$ cat config.mk
export PLATFORM = sky130hd
export DESIGN_NAME = fetch_redirect_flat
export DESIGN_NICKNAME = d
export VERILOG_FILES = /design/src/rtl/fetch_redirect_pkg.sv /design/src/rtl/fetch_redirect_if.sv /design/src/rtl/fetch_redirect_fetch_buf.sv /design/src/rtl/fetch_redirect.sv /design/src/flat_wrapper.sv
export SDC_FILE = /design/constraint.sdc
export NUM_CORES = 1
export LEC_CHECK = 0
export CAP_MARGIN = 0
export CORE_ASPECT_RATIO = 2
export CORE_MARGIN = 3
export CORE_UTILIZATION = 46
export CTS_CLUSTER_SIZE = 30
export DETAILED_ROUTE_END_ITERATION = 6
export PLACE_DENSITY = 0.8
export SLEW_MARGIN = 0
export SYNTH_ARGS = -nofsm -noshare
export SYNTH_HDL_FRONTEND = slang
export SYNTH_SLANG_ARGS = --single-unit
$ cat constraint.sdc
create_clock -name clk_i -period 2.54 [get_ports clk_i]
set_input_delay 0.381 -clock clk_i [delete_from_list [all_inputs] [get_ports clk_i]]
set_output_delay 0.381 -clock clk_i [all_outputs]
set_load 0.02 [all_outputs]
$ cat src/rtl/fetch_redirect_pkg.sv
// Shared widths, constants, payload types and helpers for the fetch/redirect unit.
package fetch_redirect_pkg;

  localparam int unsigned ADDR_WIDTH = 32;
  localparam int unsigned DATA_WIDTH = 32;

  localparam logic [ADDR_WIDTH-1:0] ZERO     = '0;
  localparam logic [DATA_WIDTH-1:0] INST_NOP = 32'h0000_0013;
  localparam logic [ADDR_WIDTH-1:0] RESET_PC = 32'h0000_0000;
  localparam logic [ADDR_WIDTH-1:0] PC_STEP  = ADDR_WIDTH'(4);

  // One buffered fetch result: instruction word plus the address it came from.
  typedef struct packed {
    logic [DATA_WIDTH-1:0] inst;
    logic [ADDR_WIDTH-1:0] addr;
  } fetch_entry_t;

  // Force a byte address onto a word boundary.
  function automatic logic [ADDR_WIDTH-1:0] word_align(input logic [ADDR_WIDTH-1:0] a);
    return {a[ADDR_WIDTH-1:2], 2'b00};
  endfunction

endpackage

$ cat src/rtl/fetch_redirect_if.sv
// Instruction-bus and decode-side handshake bundle of the fetch unit.
//   master : the fetch unit (drives bus request/address and decode-side valid/inst/addr)
//   slave  : the environment (bus grant/response, decode ready)
interface fetch_redirect_if;
  import fetch_redirect_pkg::*;

  // instruction bus
  logic                  inst_req_o;
  logic [ADDR_WIDTH-1:0] inst_addr_o;
  logic                  inst_gnt_i;
  logic                  inst_rvalid_i;
  logic [DATA_WIDTH-1:0] inst_rdata_i;

  // decode side
  logic                  if_valid_o;
  logic                  if_ready_i;
  logic [DATA_WIDTH-1:0] if_inst_o;
  logic [ADDR_WIDTH-1:0] if_inst_addr_o;

  modport master (
    output inst_req_o, inst_addr_o, if_valid_o, if_inst_o, if_inst_addr_o,
    input  inst_gnt_i, inst_rvalid_i, inst_rdata_i, if_ready_i
  );

  modport slave (
    input  inst_req_o, inst_addr_o, if_valid_o, if_inst_o, if_inst_addr_o,
    output inst_gnt_i, inst_rvalid_i, inst_rdata_i, if_ready_i
  );

endinterface

$ cat src/rtl/fetch_redirect_fetch_buf.sv
// fetch_buf: one-entry holding register between the instruction bus and decode.
//   clk_i, rst_i : clock, synchronous active-high reset
//   load_i       : capture entry_i and mark valid
//   clear_i      : drop the held entry (redirect); wins over load and consume
//   consume_i    : decode took the entry; empties unless reloaded the same cycle
//   entry_i      : incoming {inst, addr}
//   valid_o      : entry held
//   entry_o      : held {inst, addr}, stable until consumed or replaced
module fetch_buf
  import fetch_redirect_pkg::*;
(
  input  logic         clk_i,
  input  logic         rst_i,
  input  logic         load_i,
  input  logic         clear_i,
  input  logic         consume_i,
  input  fetch_entry_t entry_i,
  output logic         valid_o,
  output fetch_entry_t entry_o
);

  // Payload is only rewritten on load so it stays stable under back-pressure.
  always_ff @(posedge clk_i) begin
    if (rst_i) begin
      valid_o       <= 1'b0;
      entry_o.inst  <= INST_NOP;
      entry_o.addr  <= ZERO;
    end else if (clear_i) begin
      valid_o <= 1'b0;
    end else if (load_i) begin
      valid_o <= 1'b1;
      entry_o <= entry_i;
    end else if (consume_i) begin
      valid_o <= 1'b0;
    end
  end

endmodule

$ cat src/rtl/fetch_redirect.sv
// fetch_redirect: single-outstanding instruction fetcher with jump redirect.
//   clk_i, rst_i   : clock, synchronous active-high reset
//   jump_enable_i  : redirect request from execute; highest priority event
//   jump_addr_i    : redirect target (low two bits dropped, flagged via misalign_o)
//   hold_i         : pipeline stall; blocks issuing new requests only
//   bus            : instruction bus + decode handshake (master side)
//   flush_o        : combinational, jump_enable_i & ~rst_i; kills younger stages
//   misalign_o     : registered one-cycle pulse for a redirect target with addr[1:0] != 0
module fetch_redirect
  import fetch_redirect_pkg::*;
(
  input  logic                  clk_i,
  input  logic                  rst_i,
  input  logic                  jump_enable_i,
  input  logic [ADDR_WIDTH-1:0] jump_addr_i,
  input  logic                  hold_i,
  fetch_redirect_if.master      bus,
  output logic                  flush_o,
  output logic                  misalign_o
);

  typedef enum logic [1:0] {
    ST_IDLE  = 2'd0,
    ST_REQ   = 2'd1,
    ST_RSP   = 2'd2,
    ST_DRAIN = 2'd3
  } state_t;

  state_t                state_q;
  logic [ADDR_WIDTH-1:0] pc_q;
  logic [ADDR_WIDTH-1:0] issued_q;
  logic                  misalign_q;

  logic                  redirect;
  logic                  req;
  logic                  granted;
  logic                  buf_load;
  logic                  buf_valid;
  fetch_entry_t          buf_entry;
  fetch_entry_t          rsp_entry;

  assign redirect = jump_enable_i & ~rst_i;

  // Issue only when the buffer is empty or draining this cycle, so a response always has room.
  assign req      = ~rst_i & (state_q == ST_REQ) & ~hold_i & (~buf_valid | bus.if_ready_i);
  assign granted  = req & bus.inst_gnt_i;

  // A response coinciding with a redirect belongs to the old stream and is dropped.
  assign buf_load = (state_q == ST_RSP) & bus.inst_rvalid_i & ~redirect;

  assign rsp_entry.inst = bus.inst_rdata_i;
  assign rsp_entry.addr = issued_q;

  // FSM, pc and misalign pulse.
  always_ff @(posedge clk_i) begin
    if (rst_i) begin
      state_q    <= ST_IDLE;
      pc_q       <= RESET_PC;
      issued_q   <= RESET_PC;
      misalign_q <= 1'b0;
    end else begin
      misalign_q <= redirect & (|jump_addr_i[1:0]);
      unique case (state_q)
        ST_IDLE: state_q <= ST_REQ;
        ST_REQ: begin
          if (granted) begin
            issued_q <= pc_q;
            // A grant alongside a redirect still leaves a response to swallow.
            state_q  <= redirect ? ST_DRAIN : ST_RSP;
          end
        end
        ST_RSP: begin
          if (redirect) begin
            state_q <= bus.inst_rvalid_i ? ST_REQ : ST_DRAIN;
          end else if (bus.inst_rvalid_i) begin
            pc_q    <= pc_q + PC_STEP;
            state_q <= ST_REQ;
          end
        end
        ST_DRAIN: begin
          if (bus.inst_rvalid_i) state_q <= ST_REQ;
        end
        default: state_q <= ST_IDLE;
      endcase
      // Redirect overrides any sequential pc update; equal targets still refetch.
      if (redirect) pc_q <= word_align(jump_addr_i);
    end
  end

  fetch_buf u_fetch_buf (
    .clk_i     (clk_i),
    .rst_i     (rst_i),
    .load_i    (buf_load),
    .clear_i   (redirect),
    .consume_i (buf_valid & bus.if_ready_i),
    .entry_i   (rsp_entry),
    .valid_o   (buf_valid),
    .entry_o   (buf_entry)
  );

  assign bus.inst_req_o     = req;
  assign bus.inst_addr_o    = pc_q;
  assign bus.if_valid_o     = buf_valid;
  assign bus.if_inst_o      = buf_entry.inst;
  assign bus.if_inst_addr_o = buf_entry.addr;
  assign flush_o            = redirect;
  assign misalign_o         = misalign_q;

endmodule

$ cat src/flat_wrapper.sv
// flat-port wrapper written by rule: the top's interface ports become plain ports
module fetch_redirect_flat import fetch_redirect_pkg::*;
  (clk_i, rst_i, jump_enable_i, jump_addr_i, hold_i, flush_o, misalign_o, bus_inst_req_o, bus_inst_addr_o, bus_if_valid_o, bus_if_inst_o, bus_if_inst_addr_o, bus_inst_gnt_i, bus_inst_rvalid_i, bus_inst_rdata_i, bus_if_ready_i);
  fetch_redirect_if bus_i ();
  input  logic clk_i;
  input  logic rst_i;
  input  logic jump_enable_i;
  input  logic [ADDR_WIDTH-1:0] jump_addr_i;
  input  logic hold_i;
  output logic flush_o;
  output logic misalign_o;
  output wire logic [$bits(bus_i.inst_req_o)-1:0] bus_inst_req_o;
  output wire logic [$bits(bus_i.inst_addr_o)-1:0] bus_inst_addr_o;
  output wire logic [$bits(bus_i.if_valid_o)-1:0] bus_if_valid_o;
  output wire logic [$bits(bus_i.if_inst_o)-1:0] bus_if_inst_o;
  output wire logic [$bits(bus_i.if_inst_addr_o)-1:0] bus_if_inst_addr_o;
  input wire logic [$bits(bus_i.inst_gnt_i)-1:0] bus_inst_gnt_i;
  input wire logic [$bits(bus_i.inst_rvalid_i)-1:0] bus_inst_rvalid_i;
  input wire logic [$bits(bus_i.inst_rdata_i)-1:0] bus_inst_rdata_i;
  input wire logic [$bits(bus_i.if_ready_i)-1:0] bus_if_ready_i;
  assign bus_inst_req_o = bus_i.inst_req_o;
  assign bus_inst_addr_o = bus_i.inst_addr_o;
  assign bus_if_valid_o = bus_i.if_valid_o;
  assign bus_if_inst_o = bus_i.if_inst_o;
  assign bus_if_inst_addr_o = bus_i.if_inst_addr_o;
  assign bus_i.inst_gnt_i = bus_inst_gnt_i;
  assign bus_i.inst_rvalid_i = bus_inst_rvalid_i;
  assign bus_i.inst_rdata_i = bus_inst_rdata_i;
  assign bus_i.if_ready_i = bus_if_ready_i;
  fetch_redirect u_core (.clk_i(clk_i), .rst_i(rst_i), .jump_enable_i(jump_enable_i), .jump_addr_i(jump_addr_i), .hold_i(hold_i), .bus(bus_i), .flush_o(flush_o), .misalign_o(misalign_o));
endmodule
==> flow_summary_export.csv, run 1 <==
group,metric,value,unit
synth,yosys.area_share.simple,0.2558,
drt,drt_wl_total,16.21,mm
synth,synth_area_per_cell,8.310,sq um
synth,synth_top_family_by_area,"simple AND/OR/NAND/NOR gates",
power,p_per_area,633.2,nW/um^2
timing,rsz0062_at_grt,"no",
run_status,status,"completed",
placement,globalplace.congestion,0.8795,
drt,antenna_left,0,
synth,netlist_instances,625,
layout,layout.nets,861,
synth,synth_xor_area_frac,0.01518,
synth,synthDistinctLibCells,52,
power,peakVddDrop,0.0005425,V
placement,pre_cts_ws,0.03863,ns
synth,synth_edf_count,0,
critical_path,crit_chain,"nor2b_1, and3_1, clkdlybuf4s50_1",
timing,period_share,0.8574,
grt,track_usage,0.2580,
synth,ys_warn_count,0,
run,timing.max_cap.violations,0,
drt,initialDrtViolationCount,234,
drt,firstDrtPassIters,5,
clock_tree,post_cts_buffers,0,
timing,setup_tns,0,ns
timing,finClkSkew,0.008610,ns
critical_path,r2r-end,"u_core.bus.inst_addr_o[19]",
synth,synthArstFlopShare,0,
layout,antenna_cells,0,
timing,relSlewSlack,0.5256,
critical_path,crit_path_start,"u_core.state_q[0]",
synth,yosysSeqAreaShare,0.4857,
layout,synthToLayoutAreaGrowth,47.15,%
drt,vias,5080,
critical_path,r2r_slack,0.39,ns
critical_path,endpoint,"bus_inst_req_o",
critical_path,path_class,"register to primary output",
synth,synth-adder-area-share,0.002409,
drt,drt-vias-per-instance,5.393,
timing,setup_viol,0,
drt,wire_per_inst,17.20,microns
timing,fin_crit,2.178,ns
synth,synth-seq-cells,126,
min_path,hold_path_class,"input pin to register",
timing,finalMaxSlewViolations,0,
critical_path,critPathCaptureType,"primary output",
layout,drive_gt1_frac,0.07855,
floorplanning,start_util,0.4745,
critical_path,crit_path_start_kind,"register",
timing,fin_ws,0.3622,ns
synth,muxShareOfSynthArea,0.05782,
clock_tree,cts_root_buf,"clkbuf_16",
grt,antenna_found_initial,0,
critical_path,critical_path.max_fanout,5,
power,p_leak,0.002912,uW
clock_tree,post_cts_resized,0,
clock_tree,htree_levels,4,
synth,synth_area,5194,sq um
clock_tree,numCtsBuffers,17,
clock_tree,cts_sinks,126,
floorplanning,coreArea,10950,sq um
critical_path,arrival,1.80,ns
clock_tree,holdBufCountCts,0,
grt,grt_max_degree,71,
timing,hold_viol,0,
placement,dpl.hpwl,11.56,mm
clock_tree,insertion_delay,0.41,ns
power,p_total,4839,uW
grt,grt_pass1_wl,24.99,mm
critical_path,rr_worst_depth,4,
drt,remaining_drc_errors,0,
placement,portBuffers,166,
grt,grt_pass1_vias,5106,
floorplanning,io_pins,171,
critical_path,cpMaxStageDelayCell,"clkdlybuf4s50_1",
timing,max_freq,459.2,MHz
critical_path,cp.required,2.16,ns
critical_path,cpPeakStageDelay,0.60,ns
synth,synth_flop_cell,"dfxtp_1",
timing,worstMarginPinSlew,0.7116,ns
clock_tree,clk_path_buf_depth,2,
clock_tree,clkTransAtPathRegs,0.06,ns
floorplanning,design.die.area,12680,sq um
floorplanning,row_count,54,
critical_path,reg2reg_from,"u_core.bus.inst_addr_o[12]",
floorplanning,die_h,156.3,microns
clock_tree,cts_tree,"done",
grt,overflow,0,
synth,synth-compound-area-share,0.1402,
floorplanning,dieWidth,81.14,microns
## per-stage QoR
step                utilization  instances  cell area (sq um)  hold slack [ns]
finish                   0.6982        942               7642           0.3461
global route             0.6982        942               7642           0.3624
CTS                      0.6982        942               7642           0.3474
detailed placement       0.6457        910               7068           0.4463
global placement         0.6457        910               7068           0.4386
floorplan                     -        628               5205           0.4316
## cell usage after synthesis (all sizes together), types with 2 or more instances
library cell,instances,area (sq um)
a2111oi,7,62.56
a211oi,9,67.56
a21oi,64,320.3
a311o,2,20.02
a311oi,7,61.31
and3,9,56.30
and4,3,26.28
buf,10,61.30
clkbuf,37,138.9
dfxtp,126,2522
inv,5,18.77
mux2i,30,300.3
nand2,147,551.8
nand2b,2,12.51
nand3,12,60.06
nand4,11,83.83
nor2,64,240.2
nor2b,6,37.54
nor3,5,25.02
nor4,11,68.82
nor4b,2,17.52
o2111a,2,22.52
o211a,3,30.03
o21ai,10,50.04
o311a,2,20.02
o31a,2,18.77
o31ai,2,15.01
or3,11,68.82
or4,2,18.77
xnor2,7,61.31
xor2,2,17.52
## registers in the layout, indices dropped and copies added (netlist names)
register,flops
u_core.misalign_o,1
u_core.u_fetch_buf.valid_o,1
u_core.bus.inst_addr_o,30
u_core.state_q,2
u_core.u_fetch_buf.entry_o,62
u_core.issued_q,30
## kinds of logic (layout without fill, tap and decap cells)
kind of cell,count (synthesis),in the layout
AND/OR/NAND/NOR,291,291
adder cells (fa/ha/maj),1,1
AO/OA/AOI/OAI,115,115
multiplexers,30,30
flip-flops,126,126
XOR/XNOR,9,9
other,1,4
buffers and inverters,52,226
## layer usage
| metal | part of all wire | global-route usage |
|---|---|---|
| met2 | 0.55 | 0.4794 |
| met1 | 0.34 | 0.2442 |
| met4 | 0.048 | 0.1579 |
| met3 | 0.058 | 0.06164 |
| met5 | 0 | 0 |
## power by group
| group | internal, uW | leakage (uW) | switching (uW) |
|---|---|---|---|
| Combinational | 229 | 0.00161 | 209 |
| Sequential | 2020 | 0.00102 | 61.9 |
| Clock | 1390 | 0.000275 | 933 |
## final cells by class
class                      instances  area (sq um)
clock buffer                      18         439.2
clock inverter                    14         135.1
fill                             896          3303
inverter                           5         18.77
multi-input combinational        450          2482
sequential                       126          2522
tap                              140         175.2
timing repair buffer             189          1869
## cell usage in the layout (no fill, tap or decap), types with 10 or more instances in the layout
| cell type | count |
|---|---|
| clkdlybuf4s50_1 | 165 |
| nand2_1 | 147 |
| dfxtp_1 | 126 |
| a21oi_1 | 64 |
| nor2_1 | 63 |
| mux2i_1 | 30 |
| buf_4 | 21 |
| clkbuf_16 | 17 |
| nand3_1 | 12 |
| nor4_1 | 11 |
| or3_1 | 11 |
| nand4_1 | 10 |
## worst max-delay path, delay by kind of cell, from the launching register on
kind / cells / cell delay (ns)
buffers and inverters: 1 / 0.60
flip-flops: 1 / 0.40
AND/OR/NAND/NOR: 2 / 0.39
## how the worst min path moves through the flow
| stage | startpoint | endpoint | slack, ns | cells past startpoint |
|---|---|---|---|---|
| CTS | rst_i | u_core.issued_q[31] | 0.35 | 2 |
| detailed placement | u_core.issued_q[3] | u_core.u_fetch_buf.entry_o[3] | 0.45 | 2 |
| global route | rst_i | u_core.issued_q[4] | 0.36 | 2 |
| finish | rst_i | u_core.issued_q[31] | 0.35 | 2 |
| floorplan | u_core.issued_q[10] | u_core.u_fetch_buf.entry_o[10] | 0.43 | 2 |
| global placement | u_core.issued_q[2] | u_core.u_fetch_buf.entry_o[2] | 0.44 | 2 |
Note: power is estimated with default switching activity, not from simulation.
==> run 2, diff against run 1 <==
--- a/config.mk
+++ b/config.mk
@@ -5,9 +5,8 @@
 export SDC_FILE = /design/constraint.sdc
 export NUM_CORES = 1
 export LEC_CHECK = 0
-export CAP_MARGIN = 0
+export CAP_MARGIN = 10
 export CORE_ASPECT_RATIO = 2
-export CORE_MARGIN = 3
 export CORE_UTILIZATION = 46
 export CTS_CLUSTER_SIZE = 30
 export DETAILED_ROUTE_END_ITERATION = 6
==> run 2 against run 1 <==
Against the previous run:
- first-iteration DRC count is 25% higher
- count of clock-buffer cells in the layout unchanged
- power increased by 4.5%
- non-clock buffer count shrank 2
- die area decreased by 7.4%
- global-route usage rose by 1.9 points
- sequential share of layout area is 0.070 points lower
- critical path depth up 1
- largest power group unchanged
==> flow_summary_export.csv, run 2 (same netlist as run 1, synthesis figures left out) <==
group,metric,value,unit
run_status,status,"completed",
clock_tree,post_cts_buffers,0,
drt,remaining_drc_errors,0,
critical_path,cpPeakStageDelay,0.56,ns
layout,synthToLayoutAreaGrowth,47.46,%
floorplanning,io_pins,171,
run,timing.max_cap.violations,0,
clock_tree,insertion_delay,0.41,ns
drt,drt_wl_total,16.05,mm
layout,multi_input_area,2482,sq um
floorplanning,dieWidth,77.14,microns
timing,setup_viol,0,
critical_path,critPathCaptureType,"register",
placement,dpl.hpwl,11.03,mm
critical_path,r2r-end,"u_core.bus.inst_addr_o[22]",
layout,largest_reg_flops,62,
critical_path,crit_path_start_kind,"register",
clock_tree,numCtsBuffers,17,
grt,grt_max_degree,63,
critical_path,arrival,2.49,ns
clock_tree,clk_path_buf_depth,2,
floorplanning,row_count,54,
drt,antenna_left,0,
layout,layout.nets,859,
power,p_leak,0.002916,uW
placement,globalplace.congestion,0.8703,
drt,firstDrtPassIters,7,
timing,worstMarginPinSlew,0.6485,ns
clock_tree,holdBufCountCts,0,
critical_path,crit_chain,"nand3_1, or3_1, or3_1, a2111oi_0",
layout,n_fill_cell,882,
layout,antenna_cells,0,
timing,rsz0062_at_grt,"no",
clock_tree,clkTransAtPathRegs,0.06,ns
floorplanning,design.die.area,11750,sq um
min_path,holdPathStages,2,
min_path,hold_path_class,"input pin to register",
clock_tree,htree_levels,4,
critical_path,cpMaxStageDelayCell,"or3_1",
power,peakVddDrop,0.0007064,V
clock_tree,cts_root_buf,"clkbuf_16",
critical_path,path_class,"register to register",
timing,fin_ws,0.3334,ns
timing,finClkSkew,0.01112,ns
drt,wire_per_inst,17.09,microns
clock_tree,cts_tree,"done",
clock_tree,post_cts_resized,0,
grt,grt_pass1_vias,5163,
layout,seqCellArea,2522,sq um
floorplanning,start_util,0.4745,
placement,portBuffers,166,
timing,finalMaxSlewViolations,0,
floorplanning,die_h,152.3,microns
timing,hold_viol,0,
clock_tree,cts_sinks,126,
layout,layout.cells.non_filler,939,
power,p_per_area,660.4,nW/um^2
layout,top_register,"u_core.u_fetch_buf.entry_o",
floorplanning,coreArea,10950,sq um
placement,dpl.cell_count,908,
critical_path,critical_path.max_fanout,10,
timing,period_share,0.8688,
grt,antenna_found_initial,0,
grt,grt_pass1_wl,25.39,mm
min_path,min-delay-start,"rst_i",
timing,fin_crit,2.207,ns
drt,drt-vias-per-instance,5.565,
drt,initialDrtViolationCount,293,
critical_path,reg2reg_from,"u_core.bus.inst_addr_o[17]",
min_path,hold_end,"u_core.issued_q[6]",
layout,final_cell_mix,"clkdlybuf4s50_1, nand2_1, dfxtp_1",
layout,final_common_cell,"clkdlybuf4s50_1",
timing,relSlewSlack,0.5677,
critical_path,r2r_slack,0.33,ns
drt,vias,5226,
grt,track_usage,0.2771,
timing,max_freq,453.2,MHz
placement,pre_cts_ws,-0.01233,ns
grt,overflow,0,
critical_path,cp.required,2.82,ns
critical_path,cpMostUsedCell,"or3_1",
layout,drive_gt1_frac,0.07384,
critical_path,rr_worst_depth,4,
[run 2: cell count changes in the layout (fill, tap and decap cells not counted), sizes merged]
cell	previous run	this run
inv	9	7
bufinv	1	4
clkinvlp	3	2
clkinv	6	5
buf	24	22
[run 2: worst max-delay path by stage]
stage / slack (ns) / startpoint / to
final: 0.33 / u_core.bus.inst_addr_o[17] / u_core.bus.inst_addr_o[22]
after global routing: 0.22 / u_core.bus.inst_addr_o[17] / u_core.bus.inst_addr_o[22]
after CTS: 0.36 / u_core.bus.inst_addr_o[17] / u_core.bus.inst_addr_o[22]
after detailed placement: -0.01 / bus_inst_rvalid_i / u_core.bus.inst_addr_o[21]
after global placement: 0.08 / bus_inst_rvalid_i / u_core.bus.inst_addr_o[19]
after floorplan: 0.44 / u_core.bus.inst_addr_o[12] / u_core.bus.inst_addr_o[21]
[run 2: metal layers]
| layer | wire (microns) | up-vias | GRT usage |
|---|---|---|---|
| li1 | - | 2489 | - |
| met1 | 5546 | 2467 | 0.2722 |
| met2 | 8829 | 218 | 0.5116 |
| met3 | 986 | 52 | 0.07066 |
| met4 | 687 | 0 | 0.1554 |
| met5 | 0 | - | 0 |
[run 2: where the power goes]
group | leakage [uW] | total, uW | switching, uW | internal [uW]
clock | 0.000297 | 2540 | 895 | 1640
sequential | 0.00102 | 2090 | 66.6 | 2020
combinational | 0.00160 | 435 | 208 | 227
total | 0.00292 | 5060 | 1170 | 3890
[run 2: layout make-up]
type / count / area share
Sequential cell: 126 / 0.3294
Multi-Input combinational cell: 450 / 0.3241
Timing Repair Buffer: 187 / 0.2405
Clock buffer: 18 / 0.05604
Clock inverter: 13 / 0.02467
Tap cell: 140 / 0.02287
Inverter: 5 / 0.002451
[run 2: through the flow]
step	area, sq um	hold slack, ns	setup TNS, ns	power (uW)	util
2_1_floorplan	5205	0.4316	0	2298	-
3_3_place_gp	7041	0.4376	0	2549	0.6432
3_5_place_dp	7041	0.4458	-0.01233	2557	0.6432
4_1_cts	7659	0.3337	0	5084	0.6997
5_1_grt	7659	0.3468	0	5209	0.6997
6_report	7659	0.3486	0	5057	0.6997
[run 2: critical path, delay by kind of cell (launching register included)]
family           cells  cell delay, ns
AO/OA/AOI/OAI        1            0.41
flip-flops           1            0.55
AND/OR/NAND/NOR      3            1.12
==> run 3, diff against run 2 <==
--- a/config.mk
+++ b/config.mk
@@ -7,11 +7,11 @@
 export LEC_CHECK = 0
 export CAP_MARGIN = 10
 export CORE_ASPECT_RATIO = 2
-export CORE_UTILIZATION = 46
+export CORE_UTILIZATION = 49
 export CTS_CLUSTER_SIZE = 30
 export DETAILED_ROUTE_END_ITERATION = 6
-export PLACE_DENSITY = 0.8
-export SLEW_MARGIN = 0
+export PLACE_DENSITY = 0.85
+export SLEW_MARGIN = 30
 export SYNTH_ARGS = -nofsm -noshare
 export SYNTH_HDL_FRONTEND = slang
 export SYNTH_SLANG_ARGS = --single-unit
==> constraint.sdc (replaced) <==
create_clock -name clk_i -period 2.7 [get_ports clk_i]
set_input_delay 0.405 -clock clk_i [delete_from_list [all_inputs] [get_ports clk_i]]
set_output_delay 0.405 -clock clk_i [all_outputs]
set_load 0.02 [all_outputs]
==> run 3 against run 2 <==
Against the previous run:
- sequential power fell by 6%
- power fell by 5.2%
- cell count fell by 0.75%
- first-iteration DRC count rose by 17%
- global-route usage rose by 2.1 points
- critical endpoint unchanged
- largest power group unchanged
==> flow_summary_export.csv, run 3 (same netlist as run 1, synthesis figures left out) <==
group,metric,value,unit
clock_tree,post_cts_resized,0,
clock_tree,cts_tree,"done",
run,timing.max_cap.violations,0,
layout,drive_gt1_frac,0.07035,
critical_path,arrival,2.53,ns
grt,grt_max_degree,59,
clock_tree,insertion_delay,0.41,ns
layout,largest_reg_flops,62,
timing,finalMaxSlewViolations,0,
timing,period_share,0.8326,
timing,max_freq,444.8,MHz
layout,layout.nets,855,
drt,drt_wl_total,15.79,mm
layout,synthToLayoutAreaGrowth,47.24,%
layout,seqCellArea,2522,sq um
drt,antenna_left,0,
placement,globalplace.congestion,0.8676,
layout,multi_input_area,2482,sq um
timing,setup_viol,0,
critical_path,crit_path_start_kind,"register",
timing,finClkSkew,0.008478,ns
clock_tree,post_cts_buffers,0,
placement,portBuffers,166,
timing,setup_tns,0,ns
grt,grt_pass1_vias,5171,
clock_tree,htree_levels,4,
layout,final_cell_mix,"clkdlybuf4s50_1, nand2_1, dfxtp_1",
timing,worstMarginPinSlew,0.6019,ns
clock_tree,clkTransAtPathRegs,0.06,ns
floorplanning,die_h,147.6,microns
grt,overflow,0,
grt,antenna_found_initial,1,
layout,final_common_cell,"clkdlybuf4s50_1",
drt,drt-vias-per-instance,5.591,
clock_tree,numCtsBuffers,17,
placement,dpl.hpwl,10.91,mm
min_path,hold_path_class,"register to register",
critical_path,cp.required,2.98,ns
clock_tree,cts_sinks,126,
power,p_leak,0.002912,uW
clock_tree,clk_path_buf_depth,2,
timing,hold_slack,0.4504,ns
floorplanning,dieWidth,74.80,microns
clock_tree,cts_root_buf,"clkbuf_16",
floorplanning,start_util,0.5085,
clock_tree,holdBufCountCts,0,
timing,relSlewSlack,0.5987,
layout,n_fill_cell,760,
timing,hold_viol,0,
timing,fin_ws,0.4519,ns
placement,pre_cts_ws,0.1156,ns
drt,wire_per_inst,16.94,microns
grt,grt_pass1_wl,24.90,mm
timing,fin_crit,2.248,ns
timing,rsz0062_at_grt,"no",
drt,initialDrtViolationCount,342,
drt,vias,5211,
run_status,status,"completed",
power,p_total,4794,uW
drt,firstDrtPassIters,5,
floorplanning,io_pins,171,
floorplanning,design.die.area,11040,sq um
power,peakVddDrop,0.0005969,V
critical_path,critPathCaptureType,"register",
drt,remaining_drc_errors,0,
floorplanning,row_count,52,
power,p_per_area,626.9,nW/um^2
layout,top_register,"u_core.u_fetch_buf.entry_o",
floorplanning,coreArea,10210,sq um
critical_path,path_class,"register to register",
grt,track_usage,0.2985,
critical_path,critical_path.max_fanout,12,
-- run 3: cell types whose count changed in the layout (fill, tap and decap cells not counted) --
cell / before / now
inv_6: 2 / 5
clkinvlp_4: 2 / 0
clkinv_2: 2 / 1
buf_12: 2 / 1
buf_4: 20 / 16
buf_16: 0 / 1
diode_2: 0 / 1
clkinv_4: 3 / 4
-- run 3: where the power goes --
| group | switching (uW) | leakage, uW | internal, uW |
|---|---|---|---|
| combinational | 185 | 0.00158 | 207 |
| sequential | 68.4 | 0.00102 | 1900 |
| clock | 871 | 0.000310 | 1560 |
| total | 1120 | 0.00291 | 3670 |
-- run 3: through the flow --
step / instances / area, sq um / util
CTS: 930 / 7617 / 0.7457
finish: 932 / 7647 / 0.7487
global route: 932 / 7647 / 0.7487
floorplan: 628 / 5205 / -
detailed placement: 898 / 6984 / 0.6837
global placement: 898 / 6984 / 0.6837
-- run 3: final timing paths --
path / startpoint / endpoint / slack, ns / cells after the start
min reg2reg: u_core.issued_q[18] / u_core.u_fetch_buf.entry_o[18] / 0.45 / 2
min: u_core.issued_q[18] / u_core.u_fetch_buf.entry_o[18] / 0.45 / 2
max reg2reg: u_core.bus.inst_addr_o[2] / u_core.bus.inst_addr_o[22] / 0.45 / 5
max: u_core.bus.inst_addr_o[2] / u_core.bus.inst_addr_o[22] / 0.45 / 5
-- run 3: area by class of cell --
class / instances / area share
diodes: 1 / 0.0003272
clock buffers: 18 / 0.05612
clock inverters: 14 / 0.02667
inverters: 5 / 0.002454
multi-input cells: 450 / 0.3246
flip-flops and latches: 126 / 0.3298
well taps: 135 / 0.02209
repair buffers: 183 / 0.2379
-- run 3: worst max-delay path, stage by stage (launching register included) --
cell and delay [ns]:
dfxtp_1 0.46, ha_1 0.21, and4b_1 0.23, nand4_1 0.36, or3_1 0.47, a2111oi_0 0.39
-- run 3: per-layer routing --
metal | share of wire | up-vias | track usage | wire (microns)
li1 | - | 2491 | - | -
met1 | 0.36 | 2436 | 0.3146 | 5616
met2 | 0.54 | 227 | 0.5077 | 8504
met3 | 0.051 | 57 | 0.07089 | 808
met4 | 0.055 | 0 | 0.1962 | 861
met5 | 0 | - | 0 | 0
